**src/rtl/pipeline_ctrl_pkg.sv**
```systemverilog
// Shared types for the pipeline control slice.
// Optional feature macro: PIPE_PERF_EN (builds the stall/flush performance counters).
package cpu_types_pkg;

   // Control state machine states
   typedef enum logic [1:0] {
      RUN   = 2'd0,
      DWAIT = 2'd1,
      HALT  = 2'd2
   } ctrl_state_t;

   localparam int DEFAULT_CNT_W = 32;

endpackage

```
**src/rtl/pipeline_ctrl_if.sv**
```systemverilog
// Hazard/stall bundle between the pipeline stages and the control unit.
// master = stage side (drives causes, receives enables), slave = pipeline_ctrl.
interface pipeline_ctrl_if #(
   parameter int CNT_W = 32
);
   logic             ihit;
   logic             dhit;
   logic             dmem_req;
   logic             lw_use;
   logic             branch_taken;
   logic             jump;
   logic             halt_wb;
   logic             en_ifid;
   logic             en_idex;
   logic             en_exmem;
   logic             en_memwb;
   logic             flush_ifid;
   logic             flush_idex;
   logic             pc_en;
   logic             halt;
   logic [CNT_W-1:0] stall_cnt;
   logic [CNT_W-1:0] flush_cnt;

   modport master (
      output ihit, dhit, dmem_req, lw_use, branch_taken, jump, halt_wb,
      input  en_ifid, en_idex, en_exmem, en_memwb, flush_ifid, flush_idex,
             pc_en, halt, stall_cnt, flush_cnt
   );

   modport slave (
      input  ihit, dhit, dmem_req, lw_use, branch_taken, jump, halt_wb,
      output en_ifid, en_idex, en_exmem, en_memwb, flush_ifid, flush_idex,
             pc_en, halt, stall_cnt, flush_cnt
   );
endinterface

```
**src/rtl/pipeline_ctrl_sat_counter.sv**
```systemverilog
// Saturating up-counter: holds at all-ones, clears on synchronous active-low reset.
module sat_counter #(
   parameter int W = 32
) (
   input  logic         CLK,
   input  logic         nRST,
   input  logic         inc,
   output logic [W-1:0] count
);

   // Count up on inc, stop at the maximum value
   always_ff @(posedge CLK) begin
      if (!nRST) begin
         count <= '0;
      end else if (inc && (count != {W{1'b1}})) begin
         count <= count + 1'b1;
      end
   end

endmodule

```
**src/rtl/pipeline_ctrl.sv**
```systemverilog
// Pipeline stall/flush controller for the five-stage pipeline.
// Freezes the pipe across data-memory waits and parks it on HALT.
// Optional feature macro: PIPE_PERF_EN (stall_cnt/flush_cnt counters; tied to 0 otherwise).
module pipeline_ctrl
   import cpu_types_pkg::*;
#(
   parameter int CNT_W = DEFAULT_CNT_W
) (
   input  logic           CLK,
   input  logic           nRST,
   pipeline_ctrl_if.slave bus
);

   ctrl_state_t stateReg;
   ctrl_state_t stateNext;
   ctrl_state_t effState;
   logic        enIfid;
   logic        enRest;
   logic        pcEn;
   logic        flIfid;
   logic        flIdex;
   logic        haltOut;

   // Next state and zero-latency enable/flush decode from state and live inputs
   always_comb begin
      // While reset is held the outputs follow the RUN rules, whatever the register holds
      effState  = nRST ? stateReg : RUN;
      stateNext = effState;
      enIfid    = 1'b0;
      enRest    = 1'b0;
      pcEn      = 1'b0;
      flIfid    = 1'b0;
      flIdex    = 1'b0;
      haltOut   = 1'b0;
      case (effState)
         RUN: begin
            if (bus.halt_wb) begin
               stateNext = HALT;
            end else if (bus.dmem_req && !bus.dhit) begin
               stateNext = DWAIT;
            end else if (bus.ihit) begin
               enIfid = 1'b1;
               enRest = 1'b1;
               pcEn   = 1'b1;
               if (bus.branch_taken) begin
                  flIfid = 1'b1;
                  flIdex = 1'b1;
               end else if (bus.lw_use) begin
                  enIfid = 1'b0;
                  pcEn   = 1'b0;
                  flIdex = 1'b1;
               end else if (bus.jump) begin
                  flIfid = 1'b1;
               end
            end
         end
         DWAIT: begin
            // halt_wb is deliberately ignored until the data access completes
            if (bus.dhit) begin
               stateNext = RUN;
               enIfid    = 1'b1;
               enRest    = 1'b1;
               pcEn      = 1'b1;
               if (bus.branch_taken) begin
                  flIfid = 1'b1;
                  flIdex = 1'b1;
               end else if (bus.lw_use) begin
                  enIfid = 1'b0;
                  pcEn   = 1'b0;
                  flIdex = 1'b1;
               end else if (bus.jump) begin
                  flIfid = 1'b1;
               end
               // Fetch not ready: advance the pipe anyway but push a bubble into ID
               if (!bus.ihit) begin
                  pcEn   = 1'b0;
                  flIfid = 1'b1;
               end
            end
         end
         HALT: begin
            haltOut = 1'b1;
         end
         default: begin
            stateNext = RUN;
         end
      endcase
   end

   // State register with synchronous active-low reset
   always_ff @(posedge CLK) begin
      if (!nRST) begin
         stateReg <= RUN;
      end else begin
         stateReg <= stateNext;
      end
   end

   assign bus.en_ifid    = enIfid;
   assign bus.en_idex    = enRest;
   assign bus.en_exmem   = enRest;
   assign bus.en_memwb   = enRest;
   // A flush only means something when its latch actually loads
   assign bus.flush_ifid = flIfid & enIfid;
   assign bus.flush_idex = flIdex & enRest;
   assign bus.pc_en      = pcEn;
   assign bus.halt       = haltOut;

`ifdef PIPE_PERF_EN
   logic stallInc;
   logic flushInc;

   assign stallInc = !enRest && (effState != HALT);
   assign flushInc = (flIfid & enIfid) | (flIdex & enRest);

   sat_counter #(.W(CNT_W)) stallCounter (
      .CLK   (CLK),
      .nRST  (nRST),
      .inc   (stallInc),
      .count (bus.stall_cnt)
   );

   sat_counter #(.W(CNT_W)) flushCounter (
      .CLK   (CLK),
      .nRST  (nRST),
      .inc   (flushInc),
      .count (bus.flush_cnt)
   );
`else
   assign bus.stall_cnt = {CNT_W{1'b0}};
   assign bus.flush_cnt = {CNT_W{1'b0}};
`endif

endmodule

```
**src/flat_wrapper.sv**
```systemverilog
// flat-port wrapper written by rule: the top's interface ports become plain ports
module pipeline_ctrl_flat import cpu_types_pkg::*;
#(
   parameter int CNT_W = DEFAULT_CNT_W
)
  (CLK, nRST, bus_ihit, bus_dhit, bus_dmem_req, bus_lw_use, bus_branch_taken, bus_jump, bus_halt_wb, bus_en_ifid, bus_en_idex, bus_en_exmem, bus_en_memwb, bus_flush_ifid, bus_flush_idex, bus_pc_en, bus_halt, bus_stall_cnt, bus_flush_cnt);
  pipeline_ctrl_if #(.CNT_W(CNT_W)) bus_i ();
  input  logic CLK;
  input  logic nRST;
  input wire logic [$bits(bus_i.ihit)-1:0] bus_ihit;
  input wire logic [$bits(bus_i.dhit)-1:0] bus_dhit;
  input wire logic [$bits(bus_i.dmem_req)-1:0] bus_dmem_req;
  input wire logic [$bits(bus_i.lw_use)-1:0] bus_lw_use;
  input wire logic [$bits(bus_i.branch_taken)-1:0] bus_branch_taken;
  input wire logic [$bits(bus_i.jump)-1:0] bus_jump;
  input wire logic [$bits(bus_i.halt_wb)-1:0] bus_halt_wb;
  output wire logic [$bits(bus_i.en_ifid)-1:0] bus_en_ifid;
  output wire logic [$bits(bus_i.en_idex)-1:0] bus_en_idex;
  output wire logic [$bits(bus_i.en_exmem)-1:0] bus_en_exmem;
  output wire logic [$bits(bus_i.en_memwb)-1:0] bus_en_memwb;
  output wire logic [$bits(bus_i.flush_ifid)-1:0] bus_flush_ifid;
  output wire logic [$bits(bus_i.flush_idex)-1:0] bus_flush_idex;
  output wire logic [$bits(bus_i.pc_en)-1:0] bus_pc_en;
  output wire logic [$bits(bus_i.halt)-1:0] bus_halt;
  output wire logic [$bits(bus_i.stall_cnt)-1:0] bus_stall_cnt;
  output wire logic [$bits(bus_i.flush_cnt)-1:0] bus_flush_cnt;
  assign bus_i.ihit = bus_ihit;
  assign bus_i.dhit = bus_dhit;
  assign bus_i.dmem_req = bus_dmem_req;
  assign bus_i.lw_use = bus_lw_use;
  assign bus_i.branch_taken = bus_branch_taken;
  assign bus_i.jump = bus_jump;
  assign bus_i.halt_wb = bus_halt_wb;
  assign bus_en_ifid = bus_i.en_ifid;
  assign bus_en_idex = bus_i.en_idex;
  assign bus_en_exmem = bus_i.en_exmem;
  assign bus_en_memwb = bus_i.en_memwb;
  assign bus_flush_ifid = bus_i.flush_ifid;
  assign bus_flush_idex = bus_i.flush_idex;
  assign bus_pc_en = bus_i.pc_en;
  assign bus_halt = bus_i.halt;
  assign bus_stall_cnt = bus_i.stall_cnt;
  assign bus_flush_cnt = bus_i.flush_cnt;
  pipeline_ctrl #(.CNT_W(CNT_W)) u_core (.CLK(CLK), .nRST(nRST), .bus(bus_i));
endmodule
```
**config.mk**
```make
export PLATFORM = sky130hd
export DESIGN_NAME = pipeline_ctrl_flat
export DESIGN_NICKNAME = d
export VERILOG_FILES = /design/src/rtl/pipeline_ctrl_pkg.sv /design/src/rtl/pipeline_ctrl_if.sv /design/src/rtl/pipeline_ctrl_sat_counter.sv /design/src/rtl/pipeline_ctrl.sv /design/src/flat_wrapper.sv
export SDC_FILE = /design/constraint.sdc
export NUM_CORES = 1
export LEC_CHECK = 0
export BUFFER_PORTS_ARGS = -buffer_cell sky130_fd_sc_hd__buf_4
export CORE_MARGIN = 3
export CORE_UTILIZATION = 33
export CTS_CLUSTER_DIAMETER = 120
export DETAILED_ROUTE_END_ITERATION = 8
export PLACE_DENSITY = 0.8
export SYNTH_ARGS = -nofsm -noshare
export SYNTH_HDL_FRONTEND = slang
export SYNTH_SLANG_ARGS = --single-unit
```
**constraint.sdc**
```tcl
create_clock -name CLK -period 1.7 [get_ports CLK]
set_input_delay 0.255 -clock CLK [delete_from_list [all_inputs] [get_ports CLK]]
set_output_delay 0.255 -clock CLK [all_outputs]
set_load 0.1 [all_outputs]
```
Word-level counts from Yosys, hierarchy flattened --
Index checks and enable logic that the tools add are counted. W data, S select, Z words.
Storage, ports and cells: register bits after elaboration 2, output and inout bits 72
Operators by class: mux-type cells 36, bitwise gates (word level) 2, equality and inequality tests 2, reduce and logical (&&, ||, !) cells 3
Operators with widths (number):
- $mux W1 | 26
- $pmux W1 S2 | 5
- $mux W2 | 4
- $pmux W2 S3 | 1
- $and A1 B1 Y1 | 2
- $eq A2 B1 Y1 const B | 1
- $eq A2 B2 Y1 const B | 1
- $logic_not A2 Y1 | 1
- $logic_and A1 B1 Y1 | 1
- $logic_not A1 Y1 | 1

Depth between registers and ports, before layout --
Gate-level depths: netlist of the first run.
word-level depth 8, mapped depth 4, depth with buffers taken out 3

Least setup slack after synthesis of the first run --
OpenSTA, ideal clock, no wires.
kind reg2out, from reg u_core.stateReg[1], to out bus_pc_en, setup slack -1.489 ns, stages on the path, launching flop included 4, arrival 2.934 ns, cells stage by stage dfxtp_1 and4b_1 a41oi_4 a211oi_1
Between the ends: cells in the longest elaborated chain, start to end 3
Ends and longest elaborated chain:
- from (decl) | line pipeline_ctrl.sv:14 | ctrl_state_t stateReg;
- from (signal assigned) | line pipeline_ctrl.sv:95 | stateReg <= stateNext;
- $mux W2 (*) | line pipeline_ctrl.sv:27 | effState = nRST ? stateReg : RUN;
- $eq A2 B1 Y1 or $logic_not A2 Y1 (tied branches) | line pipeline_ctrl.sv:35 | case (effState)
- $pmux W1 S2 (*) | line pipeline_ctrl.sv:35
- to (decl) | line flat_wrapper.sv:23 | output wire logic [$bits(bus_i.pc_en)-1:0] bus_pc_en;
Mark *: on every way between the ends. The rest lies on a longest branch, timed or not.

Final worst setup path of the first run --
from reg u_core.stateReg[1], to out bus_flush_ifid
Between the ends: cells in the longest elaborated chain, start to end 4
Ends and longest elaborated chain:
- $mux W2 (*) | line pipeline_ctrl.sv:27
- $eq A2 B1 Y1 or $logic_not A2 Y1 (tied branches) | line pipeline_ctrl.sv:35
- $pmux W1 S2 | line pipeline_ctrl.sv:35
- $and A1 B1 Y1 (*) | line pipeline_ctrl.sv:104 | assign bus.flush_ifid = flIfid & enIfid;
- to (decl) | line flat_wrapper.sv:21 | output wire logic [$bits(bus_i.flush_ifid)-1:0] bus_flush_ifid;
Marks and branches as above.

==> impl_metrics.prom, run 1 <==
# TYPE chip_impl_metric gauge
chip_impl_info{name="synth_flop_cell",value="dfxtp_1"} 1
chip_impl_metric{name="grt_start_max_net_pins",unit=""} 6
chip_impl_metric{name="dieWidth",unit="um"} 52.04
chip_impl_metric{name="place.port_buffers",unit=""} 16
chip_impl_metric{name="post_drt_wl_per_cell",unit="um"} 7.120
chip_impl_metric{name="gp_routability_congestion",unit=""} 0.6932
chip_impl_info{name="setup.worst_path.class",value="register to output port"} 1
chip_impl_metric{name="timing.final.setup_violations",unit=""} 4
chip_impl_metric{name="power.clock.fraction",unit="%"} 10.6
chip_impl_metric{name="hpwl",unit="um"} 865.1
chip_impl_info{name="layout_top_registers",value="u_core.stateReg x2"} 1
chip_impl_info{name="yosys.cell_count.top_type",value="buf_4"} 1
chip_impl_info{name="status",value="complete, but fails checks"} 1
chip_impl_metric{name="filler_cell_count",unit=""} 219
chip_impl_metric{name="max-cap-violations",unit=""} 0
chip_impl_metric{name="power.static_leakage",unit="uW"} 0.0003977
chip_impl_info{name="startpoint_type",value="register"} 1
chip_impl_metric{name="ff_latch_area",unit="um^2"} 42.54
chip_impl_metric{name="ir_worst_vdd",unit="uV"} 922.8
chip_impl_info{name="cell_types_with_the_largest_area_share_after_synthesis",value="buf_4 (71%), dfxtp_1 (5.7%), a41oi_4 (3.9%)"} 1
chip_impl_metric{name="num_vias",unit=""} 405
chip_impl_metric{name="cts.sinks",unit=""} 2
chip_impl_metric{name="synthCells",unit=""} 90
chip_impl_metric{name="seq_power_share",unit="%"} 5.8
chip_impl_metric{name="num_antenna_cells",unit=""} 0
chip_impl_metric{name="mappedNetlistArea",unit="um^2"} 699.4
chip_impl_metric{name="io_pins",unit=""} 81
chip_impl_metric{name="drive_above_1_share",unit="%"} 27.36
chip_impl_metric{name="worst-endpoint-required",unit="ps"} 1440
chip_impl_metric{name="htreeDepth",unit=""} 1
chip_impl_metric{name="grt_use_total",unit="%"} 5.169
chip_impl_metric{name="area_delta_synth_final",unit="%"} -1.431
chip_impl_metric{name="fmax",unit="MHz"} 583.2
chip_impl_metric{name="synth_top_cell_area_share",unit="%"} 70.84
chip_impl_metric{name="yosysSeqAreaShare",unit="%"} 5.725
chip_impl_metric{name="core_area",unit="um^2"} 1982
chip_impl_metric{name="post_cts_buffers",unit=""} 0
chip_impl_info{name="max_flop_register",value="u_core.stateReg"} 1
chip_impl_metric{name="clockBufferDepth",unit=""} 2
chip_impl_metric{name="min_period",unit="ps"} 1715
chip_impl_metric{name="remaining_global_route_overflow",unit=""} 0
chip_impl_metric{name="synth_enable_flop_cells",unit=""} 0
chip_impl_metric{name="hold_viol",unit=""} 0
chip_impl_metric{name="cts_hold_buffers",unit=""} 0
chip_impl_metric{name="drt_pre_antenna_iters",unit=""} 2
chip_impl_info{name="post_synth_most_frequent_cells",value="buf_4 (66), inv_1 (5), a21oi_1 (3), dfxtp_1 (2)"} 1
chip_impl_metric{name="p_int",unit="uW"} 177.9
chip_impl_metric{name="yosys_register_bits",unit=""} 2
chip_impl_metric{name="switching_part_of_the_total_power",unit="%"} 80.80
chip_impl_metric{name="starting_density_of_the_core",unit="%"} 35.29
chip_impl_metric{name="power_dens_cells",unit="nW/um^2"} 1344
chip_impl_metric{name="grt_pass1_wl",unit="um"} 1076
chip_impl_metric{name="antenna_violations_before_repair",unit=""} 0
chip_impl_metric{name="cp_data_arrival_time",unit="ps"} 1460
chip_impl_info{name="rsz0062_at_grt",value="yes"} 1
chip_impl_metric{name="std_cell_rows",unit=""} 16
chip_impl_metric{name="fin_crit_sh",unit="%"} 100.9
chip_impl_info{name="tritoncts",value="done"} 1
chip_impl_info{name="violations_in_the_final_reports",value="setup timing"} 1
chip_impl_metric{name="die_y",unit="um"} 52.04
chip_impl_metric{name="final_antenna_net_count",unit=""} 0
chip_impl_info{name="hold_path_class",value="input port to register"} 1
chip_impl_metric{name="comb_power_share",unit="%"} 83.6
chip_impl_metric{name="num-nets-final",unit=""} 117
chip_impl_metric{name="synth.distinct_cells",unit=""} 18
chip_impl_metric{name="clk_pin_slew_worst_paths",unit="ps"} 30
chip_impl_metric{name="detail_route.drc_violations",unit=""} 0
chip_impl_metric{name="power.switching",unit="uW"} 748.9
chip_impl_info{name="synth_largest_area_cell",value="buf_4"} 1
chip_impl_info{name="end_kind",value="output port"} 1
chip_impl_metric{name="clock_insertion_delay_worst_skew",unit="ps"} 210
chip_impl_metric{name="largest_reg_flops",unit=""} 2
chip_impl_metric{name="synthesis.yosys.warnings",unit=""} 0
chip_impl_metric{name="crit_fanout",unit=""} 5
chip_impl_metric{name="cts_inserted_buffers",unit=""} 3
chip_impl_metric{name="post_drt_via_cell_ratio",unit=""} 3.045
chip_impl_metric{name="first_global_vias",unit=""} 266
chip_impl_metric{name="design_power_total",unit="uW"} 926.9
chip_impl_info{name="cts_root_buf",value="clkbuf_4"} 1
chip_impl_metric{name="worst_slack",unit="ps"} -14.57
chip_impl_metric{name="synthesis.area_per_instance",unit="um^2"} 7.771
chip_impl_metric{name="detailedPlace.worstSlack",unit="ps"} 112.6
chip_impl_metric{name="first_iter_violations",unit=""} 1
chip_impl_metric{name="final_max_slew_viol_count",unit=""} 0
chip_impl_metric{name="finClkSkew",unit="ps"} 0.8229
chip_impl_metric{name="ys_async_sr_fraction",unit="%"} 0
chip_impl_metric{name="drt_wl_total",unit="um"} 947
chip_impl_metric{name="multi_input_comb_area",unit="um^2"} 401.6
chip_impl_metric{name="fp.dieArea",unit="um^2"} 2708
[critical path, cell delays in order, from the launching register on]
cell and delay [ps]:
dfxtp_2 350, and4b_1 240, a41oi_4 320, o221ai_2 150, buf_8 190
[power by group through the flow]
stage	combinational, uW	sequential [uW]	clock, uW
after floorplan	837	53.0	0
after global placement	755	53.4	0
after detailed placement	756	53.6	0
after CTS	762	53.4	103
after global routing	791	53.7	108
final	775	53.6	98.2
[what timing repair did]
item                                    CTS  global route
endpoints found under the setup margin    7             7
pin swaps                                 0             2
gates resized for setup                   7             9
[cell usage in the layout (no fill, tap or decap)]
cell,instances
or2b_1,1
nor3b_1,1
nor4b_1,1
o211ai_1,1
a21oi_1,1
nor2_1,1
inv_1,4
a41oi_4,1
and3b_2,1
inv_2,1
and4b_1,1
a21oi_2,2
dfxtp_2,2
buf_12,1
clkbuf_4,3
buf_4,9
o221ai_2,1
buf_8,4
a211oi_4,1
buf_6,2
conb_1,64
o21ai_2,1
nand4_1,1
nand2b_1,1
[cell type report]
type	count	share of cell area (%)
sequential	2	6.171
timing repair buffer	16	24.68
clock buffer	3	3.267
multi-input combinational	80	58.26
tap	27	4.900
inverter	5	2.722
[stage by stage]
step	hold WS [ps]	utilization [%]	std cells	setup TNS (ps)	cell area, um^2
global route	219.7	34.79	133	-379.2	689.4
CTS	212.1	33.14	133	-25.41	656.9
finish	208.3	34.79	133	-20.54	689.4
floorplan	331.7	-	153	-1232	955.9
detailed placement	438.4	31.00	130	0	614.3
global placement	436.7	31.00	130	0	614.3
[worst paths after layout]
kind                            slack (ps)               start                  to  cells after the start
worst max-delay path                   -10  u_core.stateReg[1]      bus_flush_ifid                      4
worst min-delay path                   210            bus_dhit  u_core.stateReg[0]                      2
worst max register to register         980  u_core.stateReg[0]  u_core.stateReg[0]                      2
worst min register to register         450  u_core.stateReg[0]  u_core.stateReg[1]                      1
[metal layers]
layer,GRT usage (%),wire (um),up-vias
met5,0,0,-
met4,2.620,12,0
met3,0.8596,147,2
met2,8.996,542,37
met1,5.983,244,177
li1,-,-,189
[kinds of logic (layout without fill, tap and decap cells)]
group                  Yosys count  after routing  synth area share [%]
DFF                              2              2                 5.725
AOI/OAI and AO/OA                8              8                 11.63
and+or+nand+nor                  8              8                 8.589
buffers and inverters           71             24                 73.53
other                            1             64                0.5362
No activity file was read; power rests on OpenSTA's default activity.
==> run 2: changes to the inputs <==
--- a/config.mk
+++ b/config.mk
@@ -6,11 +6,12 @@
 export NUM_CORES = 1
 export LEC_CHECK = 0
 export BUFFER_PORTS_ARGS = -buffer_cell sky130_fd_sc_hd__buf_4
+export CORE_ASPECT_RATIO = 1.25
 export CORE_MARGIN = 3
 export CORE_UTILIZATION = 33
 export CTS_CLUSTER_DIAMETER = 120
 export DETAILED_ROUTE_END_ITERATION = 8
-export PLACE_DENSITY = 0.8
+export PLACE_DENSITY_LB_ADDON = 0.05
 export SYNTH_ARGS = -nofsm -noshare
 export SYNTH_HDL_FRONTEND = slang
 export SYNTH_SLANG_ARGS = --single-unit
==> run 2 against run 1 <==
Highest routed layer unchanged. Critical path type unchanged. Clock skew rose by 5.3 ps. Sequential share of layout area fell by 0.055 points. Global-route usage rose by 1.4 points. First-iteration DRC count rose to 3.0 times the previous value. The run still ends with setup timing left. Register-to-register slack got worse by 150 ps. Sequential power barely moved. Largest cell class unchanged.
==> impl_metrics.prom, run 2 (synthesized netlist as in run 1, its figures left out) <==
# TYPE chip_impl_metric gauge
chip_impl_info{name="status",value="complete, but fails checks"} 1
chip_impl_info{name="violations_in_the_final_reports",value="setup timing"} 1
chip_impl_info{name="most-common-layout-cells",value="conb_1 (64), buf_4 (10), inv_1 (4)"} 1
chip_impl_metric{name="drive_above_1_share",unit="%"} 28.97
chip_impl_metric{name="largest_reg_flops",unit=""} 2
chip_impl_metric{name="num_vias",unit=""} 410
chip_impl_metric{name="post_placement_cell_area",unit="um^2"} 605.6
chip_impl_metric{name="cts_hold_buffers",unit=""} 0
chip_impl_info{name="global_route.peak_usage_layer",value="met2"} 1
chip_impl_metric{name="finish.cell_count_without_fillers",unit=""} 127
chip_impl_metric{name="hpwl",unit="um"} 907.1
chip_impl_metric{name="num_antenna_cells",unit=""} 0
chip_impl_metric{name="final_antenna_net_count",unit=""} 0
chip_impl_info{name="end_kind",value="output port"} 1
chip_impl_info{name="max_flop_register",value="u_core.stateReg"} 1
chip_impl_metric{name="drt_pre_antenna_iters",unit=""} 2
chip_impl_metric{name="grt_pass1_wl",unit="um"} 1221
chip_impl_metric{name="clockBufferDepth",unit=""} 2
chip_impl_metric{name="first_global_vias",unit=""} 311
chip_impl_metric{name="post_drt_wl_per_cell",unit="um"} 7.906
chip_impl_info{name="cts_root_buf",value="clkbuf_4"} 1
chip_impl_metric{name="detail_route.drc_violations",unit=""} 0
chip_impl_metric{name="fmax",unit="MHz"} 571.6
chip_impl_metric{name="cp_data_arrival_time",unit="ps"} 1490
chip_impl_metric{name="min_period",unit="ps"} 1749
chip_impl_metric{name="crit_fanout",unit=""} 5
chip_impl_metric{name="worst-endpoint-required",unit="ps"} 1440
chip_impl_metric{name="io_pins",unit=""} 81
chip_impl_metric{name="globalRouteMet3Util",unit="%"} 2.208
chip_impl_metric{name="die_y",unit="um"} 57.47
chip_impl_metric{name="fin_crit_sh",unit="%"} 102.9
chip_impl_metric{name="clk_pin_slew_worst_paths",unit="ps"} 30
chip_impl_info{name="leading_cell_type_in_the_layout_fill_and_taps_excluded",value="conb_1"} 1
chip_impl_metric{name="final_design_area_no_fill",unit="um^2"} 695.7
chip_impl_metric{name="dp.cells",unit=""} 123
chip_impl_info{name="layout_top_registers",value="u_core.stateReg x2"} 1
chip_impl_metric{name="std_cell_rows",unit=""} 18
chip_impl_metric{name="clock_insertion_delay_worst_skew",unit="ps"} 230
chip_impl_metric{name="dieWidth",unit="um"} 47.18
chip_impl_metric{name="worst_slack",unit="ps"} -49.43
chip_impl_metric{name="totalNegativeSetupSlack",unit="ps"} -199.3
chip_impl_info{name="hold_path_class",value="input port to register"} 1
chip_impl_metric{name="grt_start_max_net_pins",unit=""} 6
chip_impl_info{name="tritoncts",value="done"} 1
chip_impl_metric{name="cts.sinks",unit=""} 2
chip_impl_metric{name="final_max_slew_viol_count",unit=""} 0
chip_impl_metric{name="core_area",unit="um^2"} 2004
chip_impl_metric{name="place.port_buffers",unit=""} 16
chip_impl_metric{name="cts_inserted_buffers",unit=""} 3
chip_impl_metric{name="antenna_violations_before_repair",unit=""} 0
chip_impl_metric{name="timing.final.setup_violations",unit=""} 5
chip_impl_metric{name="fp.dieArea",unit="um^2"} 2711
chip_impl_metric{name="starting_density_of_the_core",unit="%"} 34.89
chip_impl_info{name="startpoint_type",value="register"} 1
chip_impl_metric{name="grt_use_met1",unit="%"} 5.882
chip_impl_info{name="rsz0062_at_grt",value="yes"} 1
chip_impl_metric{name="max-cap-violations",unit=""} 0
chip_impl_metric{name="grt_use_total",unit="%"} 6.578
chip_impl_metric{name="final_core_utilization",unit="%"} 34.71
chip_impl_metric{name="drt_wl_total",unit="um"} 1004
chip_impl_metric{name="ir_worst_vdd",unit="uV"} 722.2
chip_impl_metric{name="num-nets-final",unit=""} 118
chip_impl_metric{name="finClkSkew",unit="ps"} 6.159
chip_impl_metric{name="area_delta_synth_final",unit="%"} -0.5367
chip_impl_metric{name="use_met2",unit="%"} 10.29
chip_impl_metric{name="post_drt_via_cell_ratio",unit=""} 3.228
chip_impl_info{name="setup.worst_path.class",value="register to output port"} 1
chip_impl_metric{name="htreeDepth",unit=""} 1
chip_impl_metric{name="hold_viol",unit=""} 0
chip_impl_metric{name="gp_routability_congestion",unit=""} 0.7119
chip_impl_metric{name="design_power_total",unit="uW"} 942.0
chip_impl_metric{name="power.static_leakage",unit="uW"} 0.0004036
chip_impl_metric{name="first_iter_violations",unit=""} 3
chip_impl_metric{name="power_dens_cells",unit="nW/um^2"} 1354
chip_impl_metric{name="remaining_global_route_overflow",unit=""} 0
[run 2: layer usage]
layer	part of all wire [%]	wire, um
met5	0	0
met3	17	170
met2	52	521
met4	0.80	8
met1	30	304
[run 2: timing repair]
item,in CTS,in global routing
setup endpoints to repair,7,7
buffers inserted,0,1
resized for setup,15,3
pin swaps,0,1
[run 2: layout make-up]
| type | instances | area (um^2) |
|---|---|---|
| clock buffer | 3 | 22.52 |
| fill | 211 | 1309 |
| inverter | 5 | 18.77 |
| multi-input combinational | 80 | 402.9 |
| sequential | 2 | 42.54 |
| tap | 20 | 25.02 |
| timing repair buffer | 17 | 183.9 |
[run 2: worst max-delay path: stages (launching register included)]
cell and delay [ps]:
dfxtp_2 340, and4b_2 250, a41oi_4 330, inv_2 140
buf_8 200
[run 2: through the flow]
step                setup WS [ps]  hold slack (ps)
CTS                        -79.21            211.2
floorplan                  -343.0            331.7
global placement            110.5            449.9
detailed placement          111.6            453.8
global route               -120.8            215.0
finish                     -49.43            212.5
[run 2: final timing paths]
check / startpoint / endpoint / slack [ps] / cells after the start
worst max-delay path: u_core.stateReg[1] / bus_en_memwb / -50 / 4
worst min-delay path: bus_dhit / u_core.stateReg[0] / 210 / 2
worst max register to register: u_core.stateReg[1] / u_core.stateReg[0] / 830 / 2
worst min register to register: u_core.stateReg[0] / u_core.stateReg[1] / 450 / 1
[run 2: where the power goes]
part / switching (uW) / internal, uW / total [uW]
clock: 30.0 / 78.2 / 108
combinational: 726 / 54.4 / 781
sequential: 2.81 / 50.5 / 53.3
total: 759 / 183 / 942
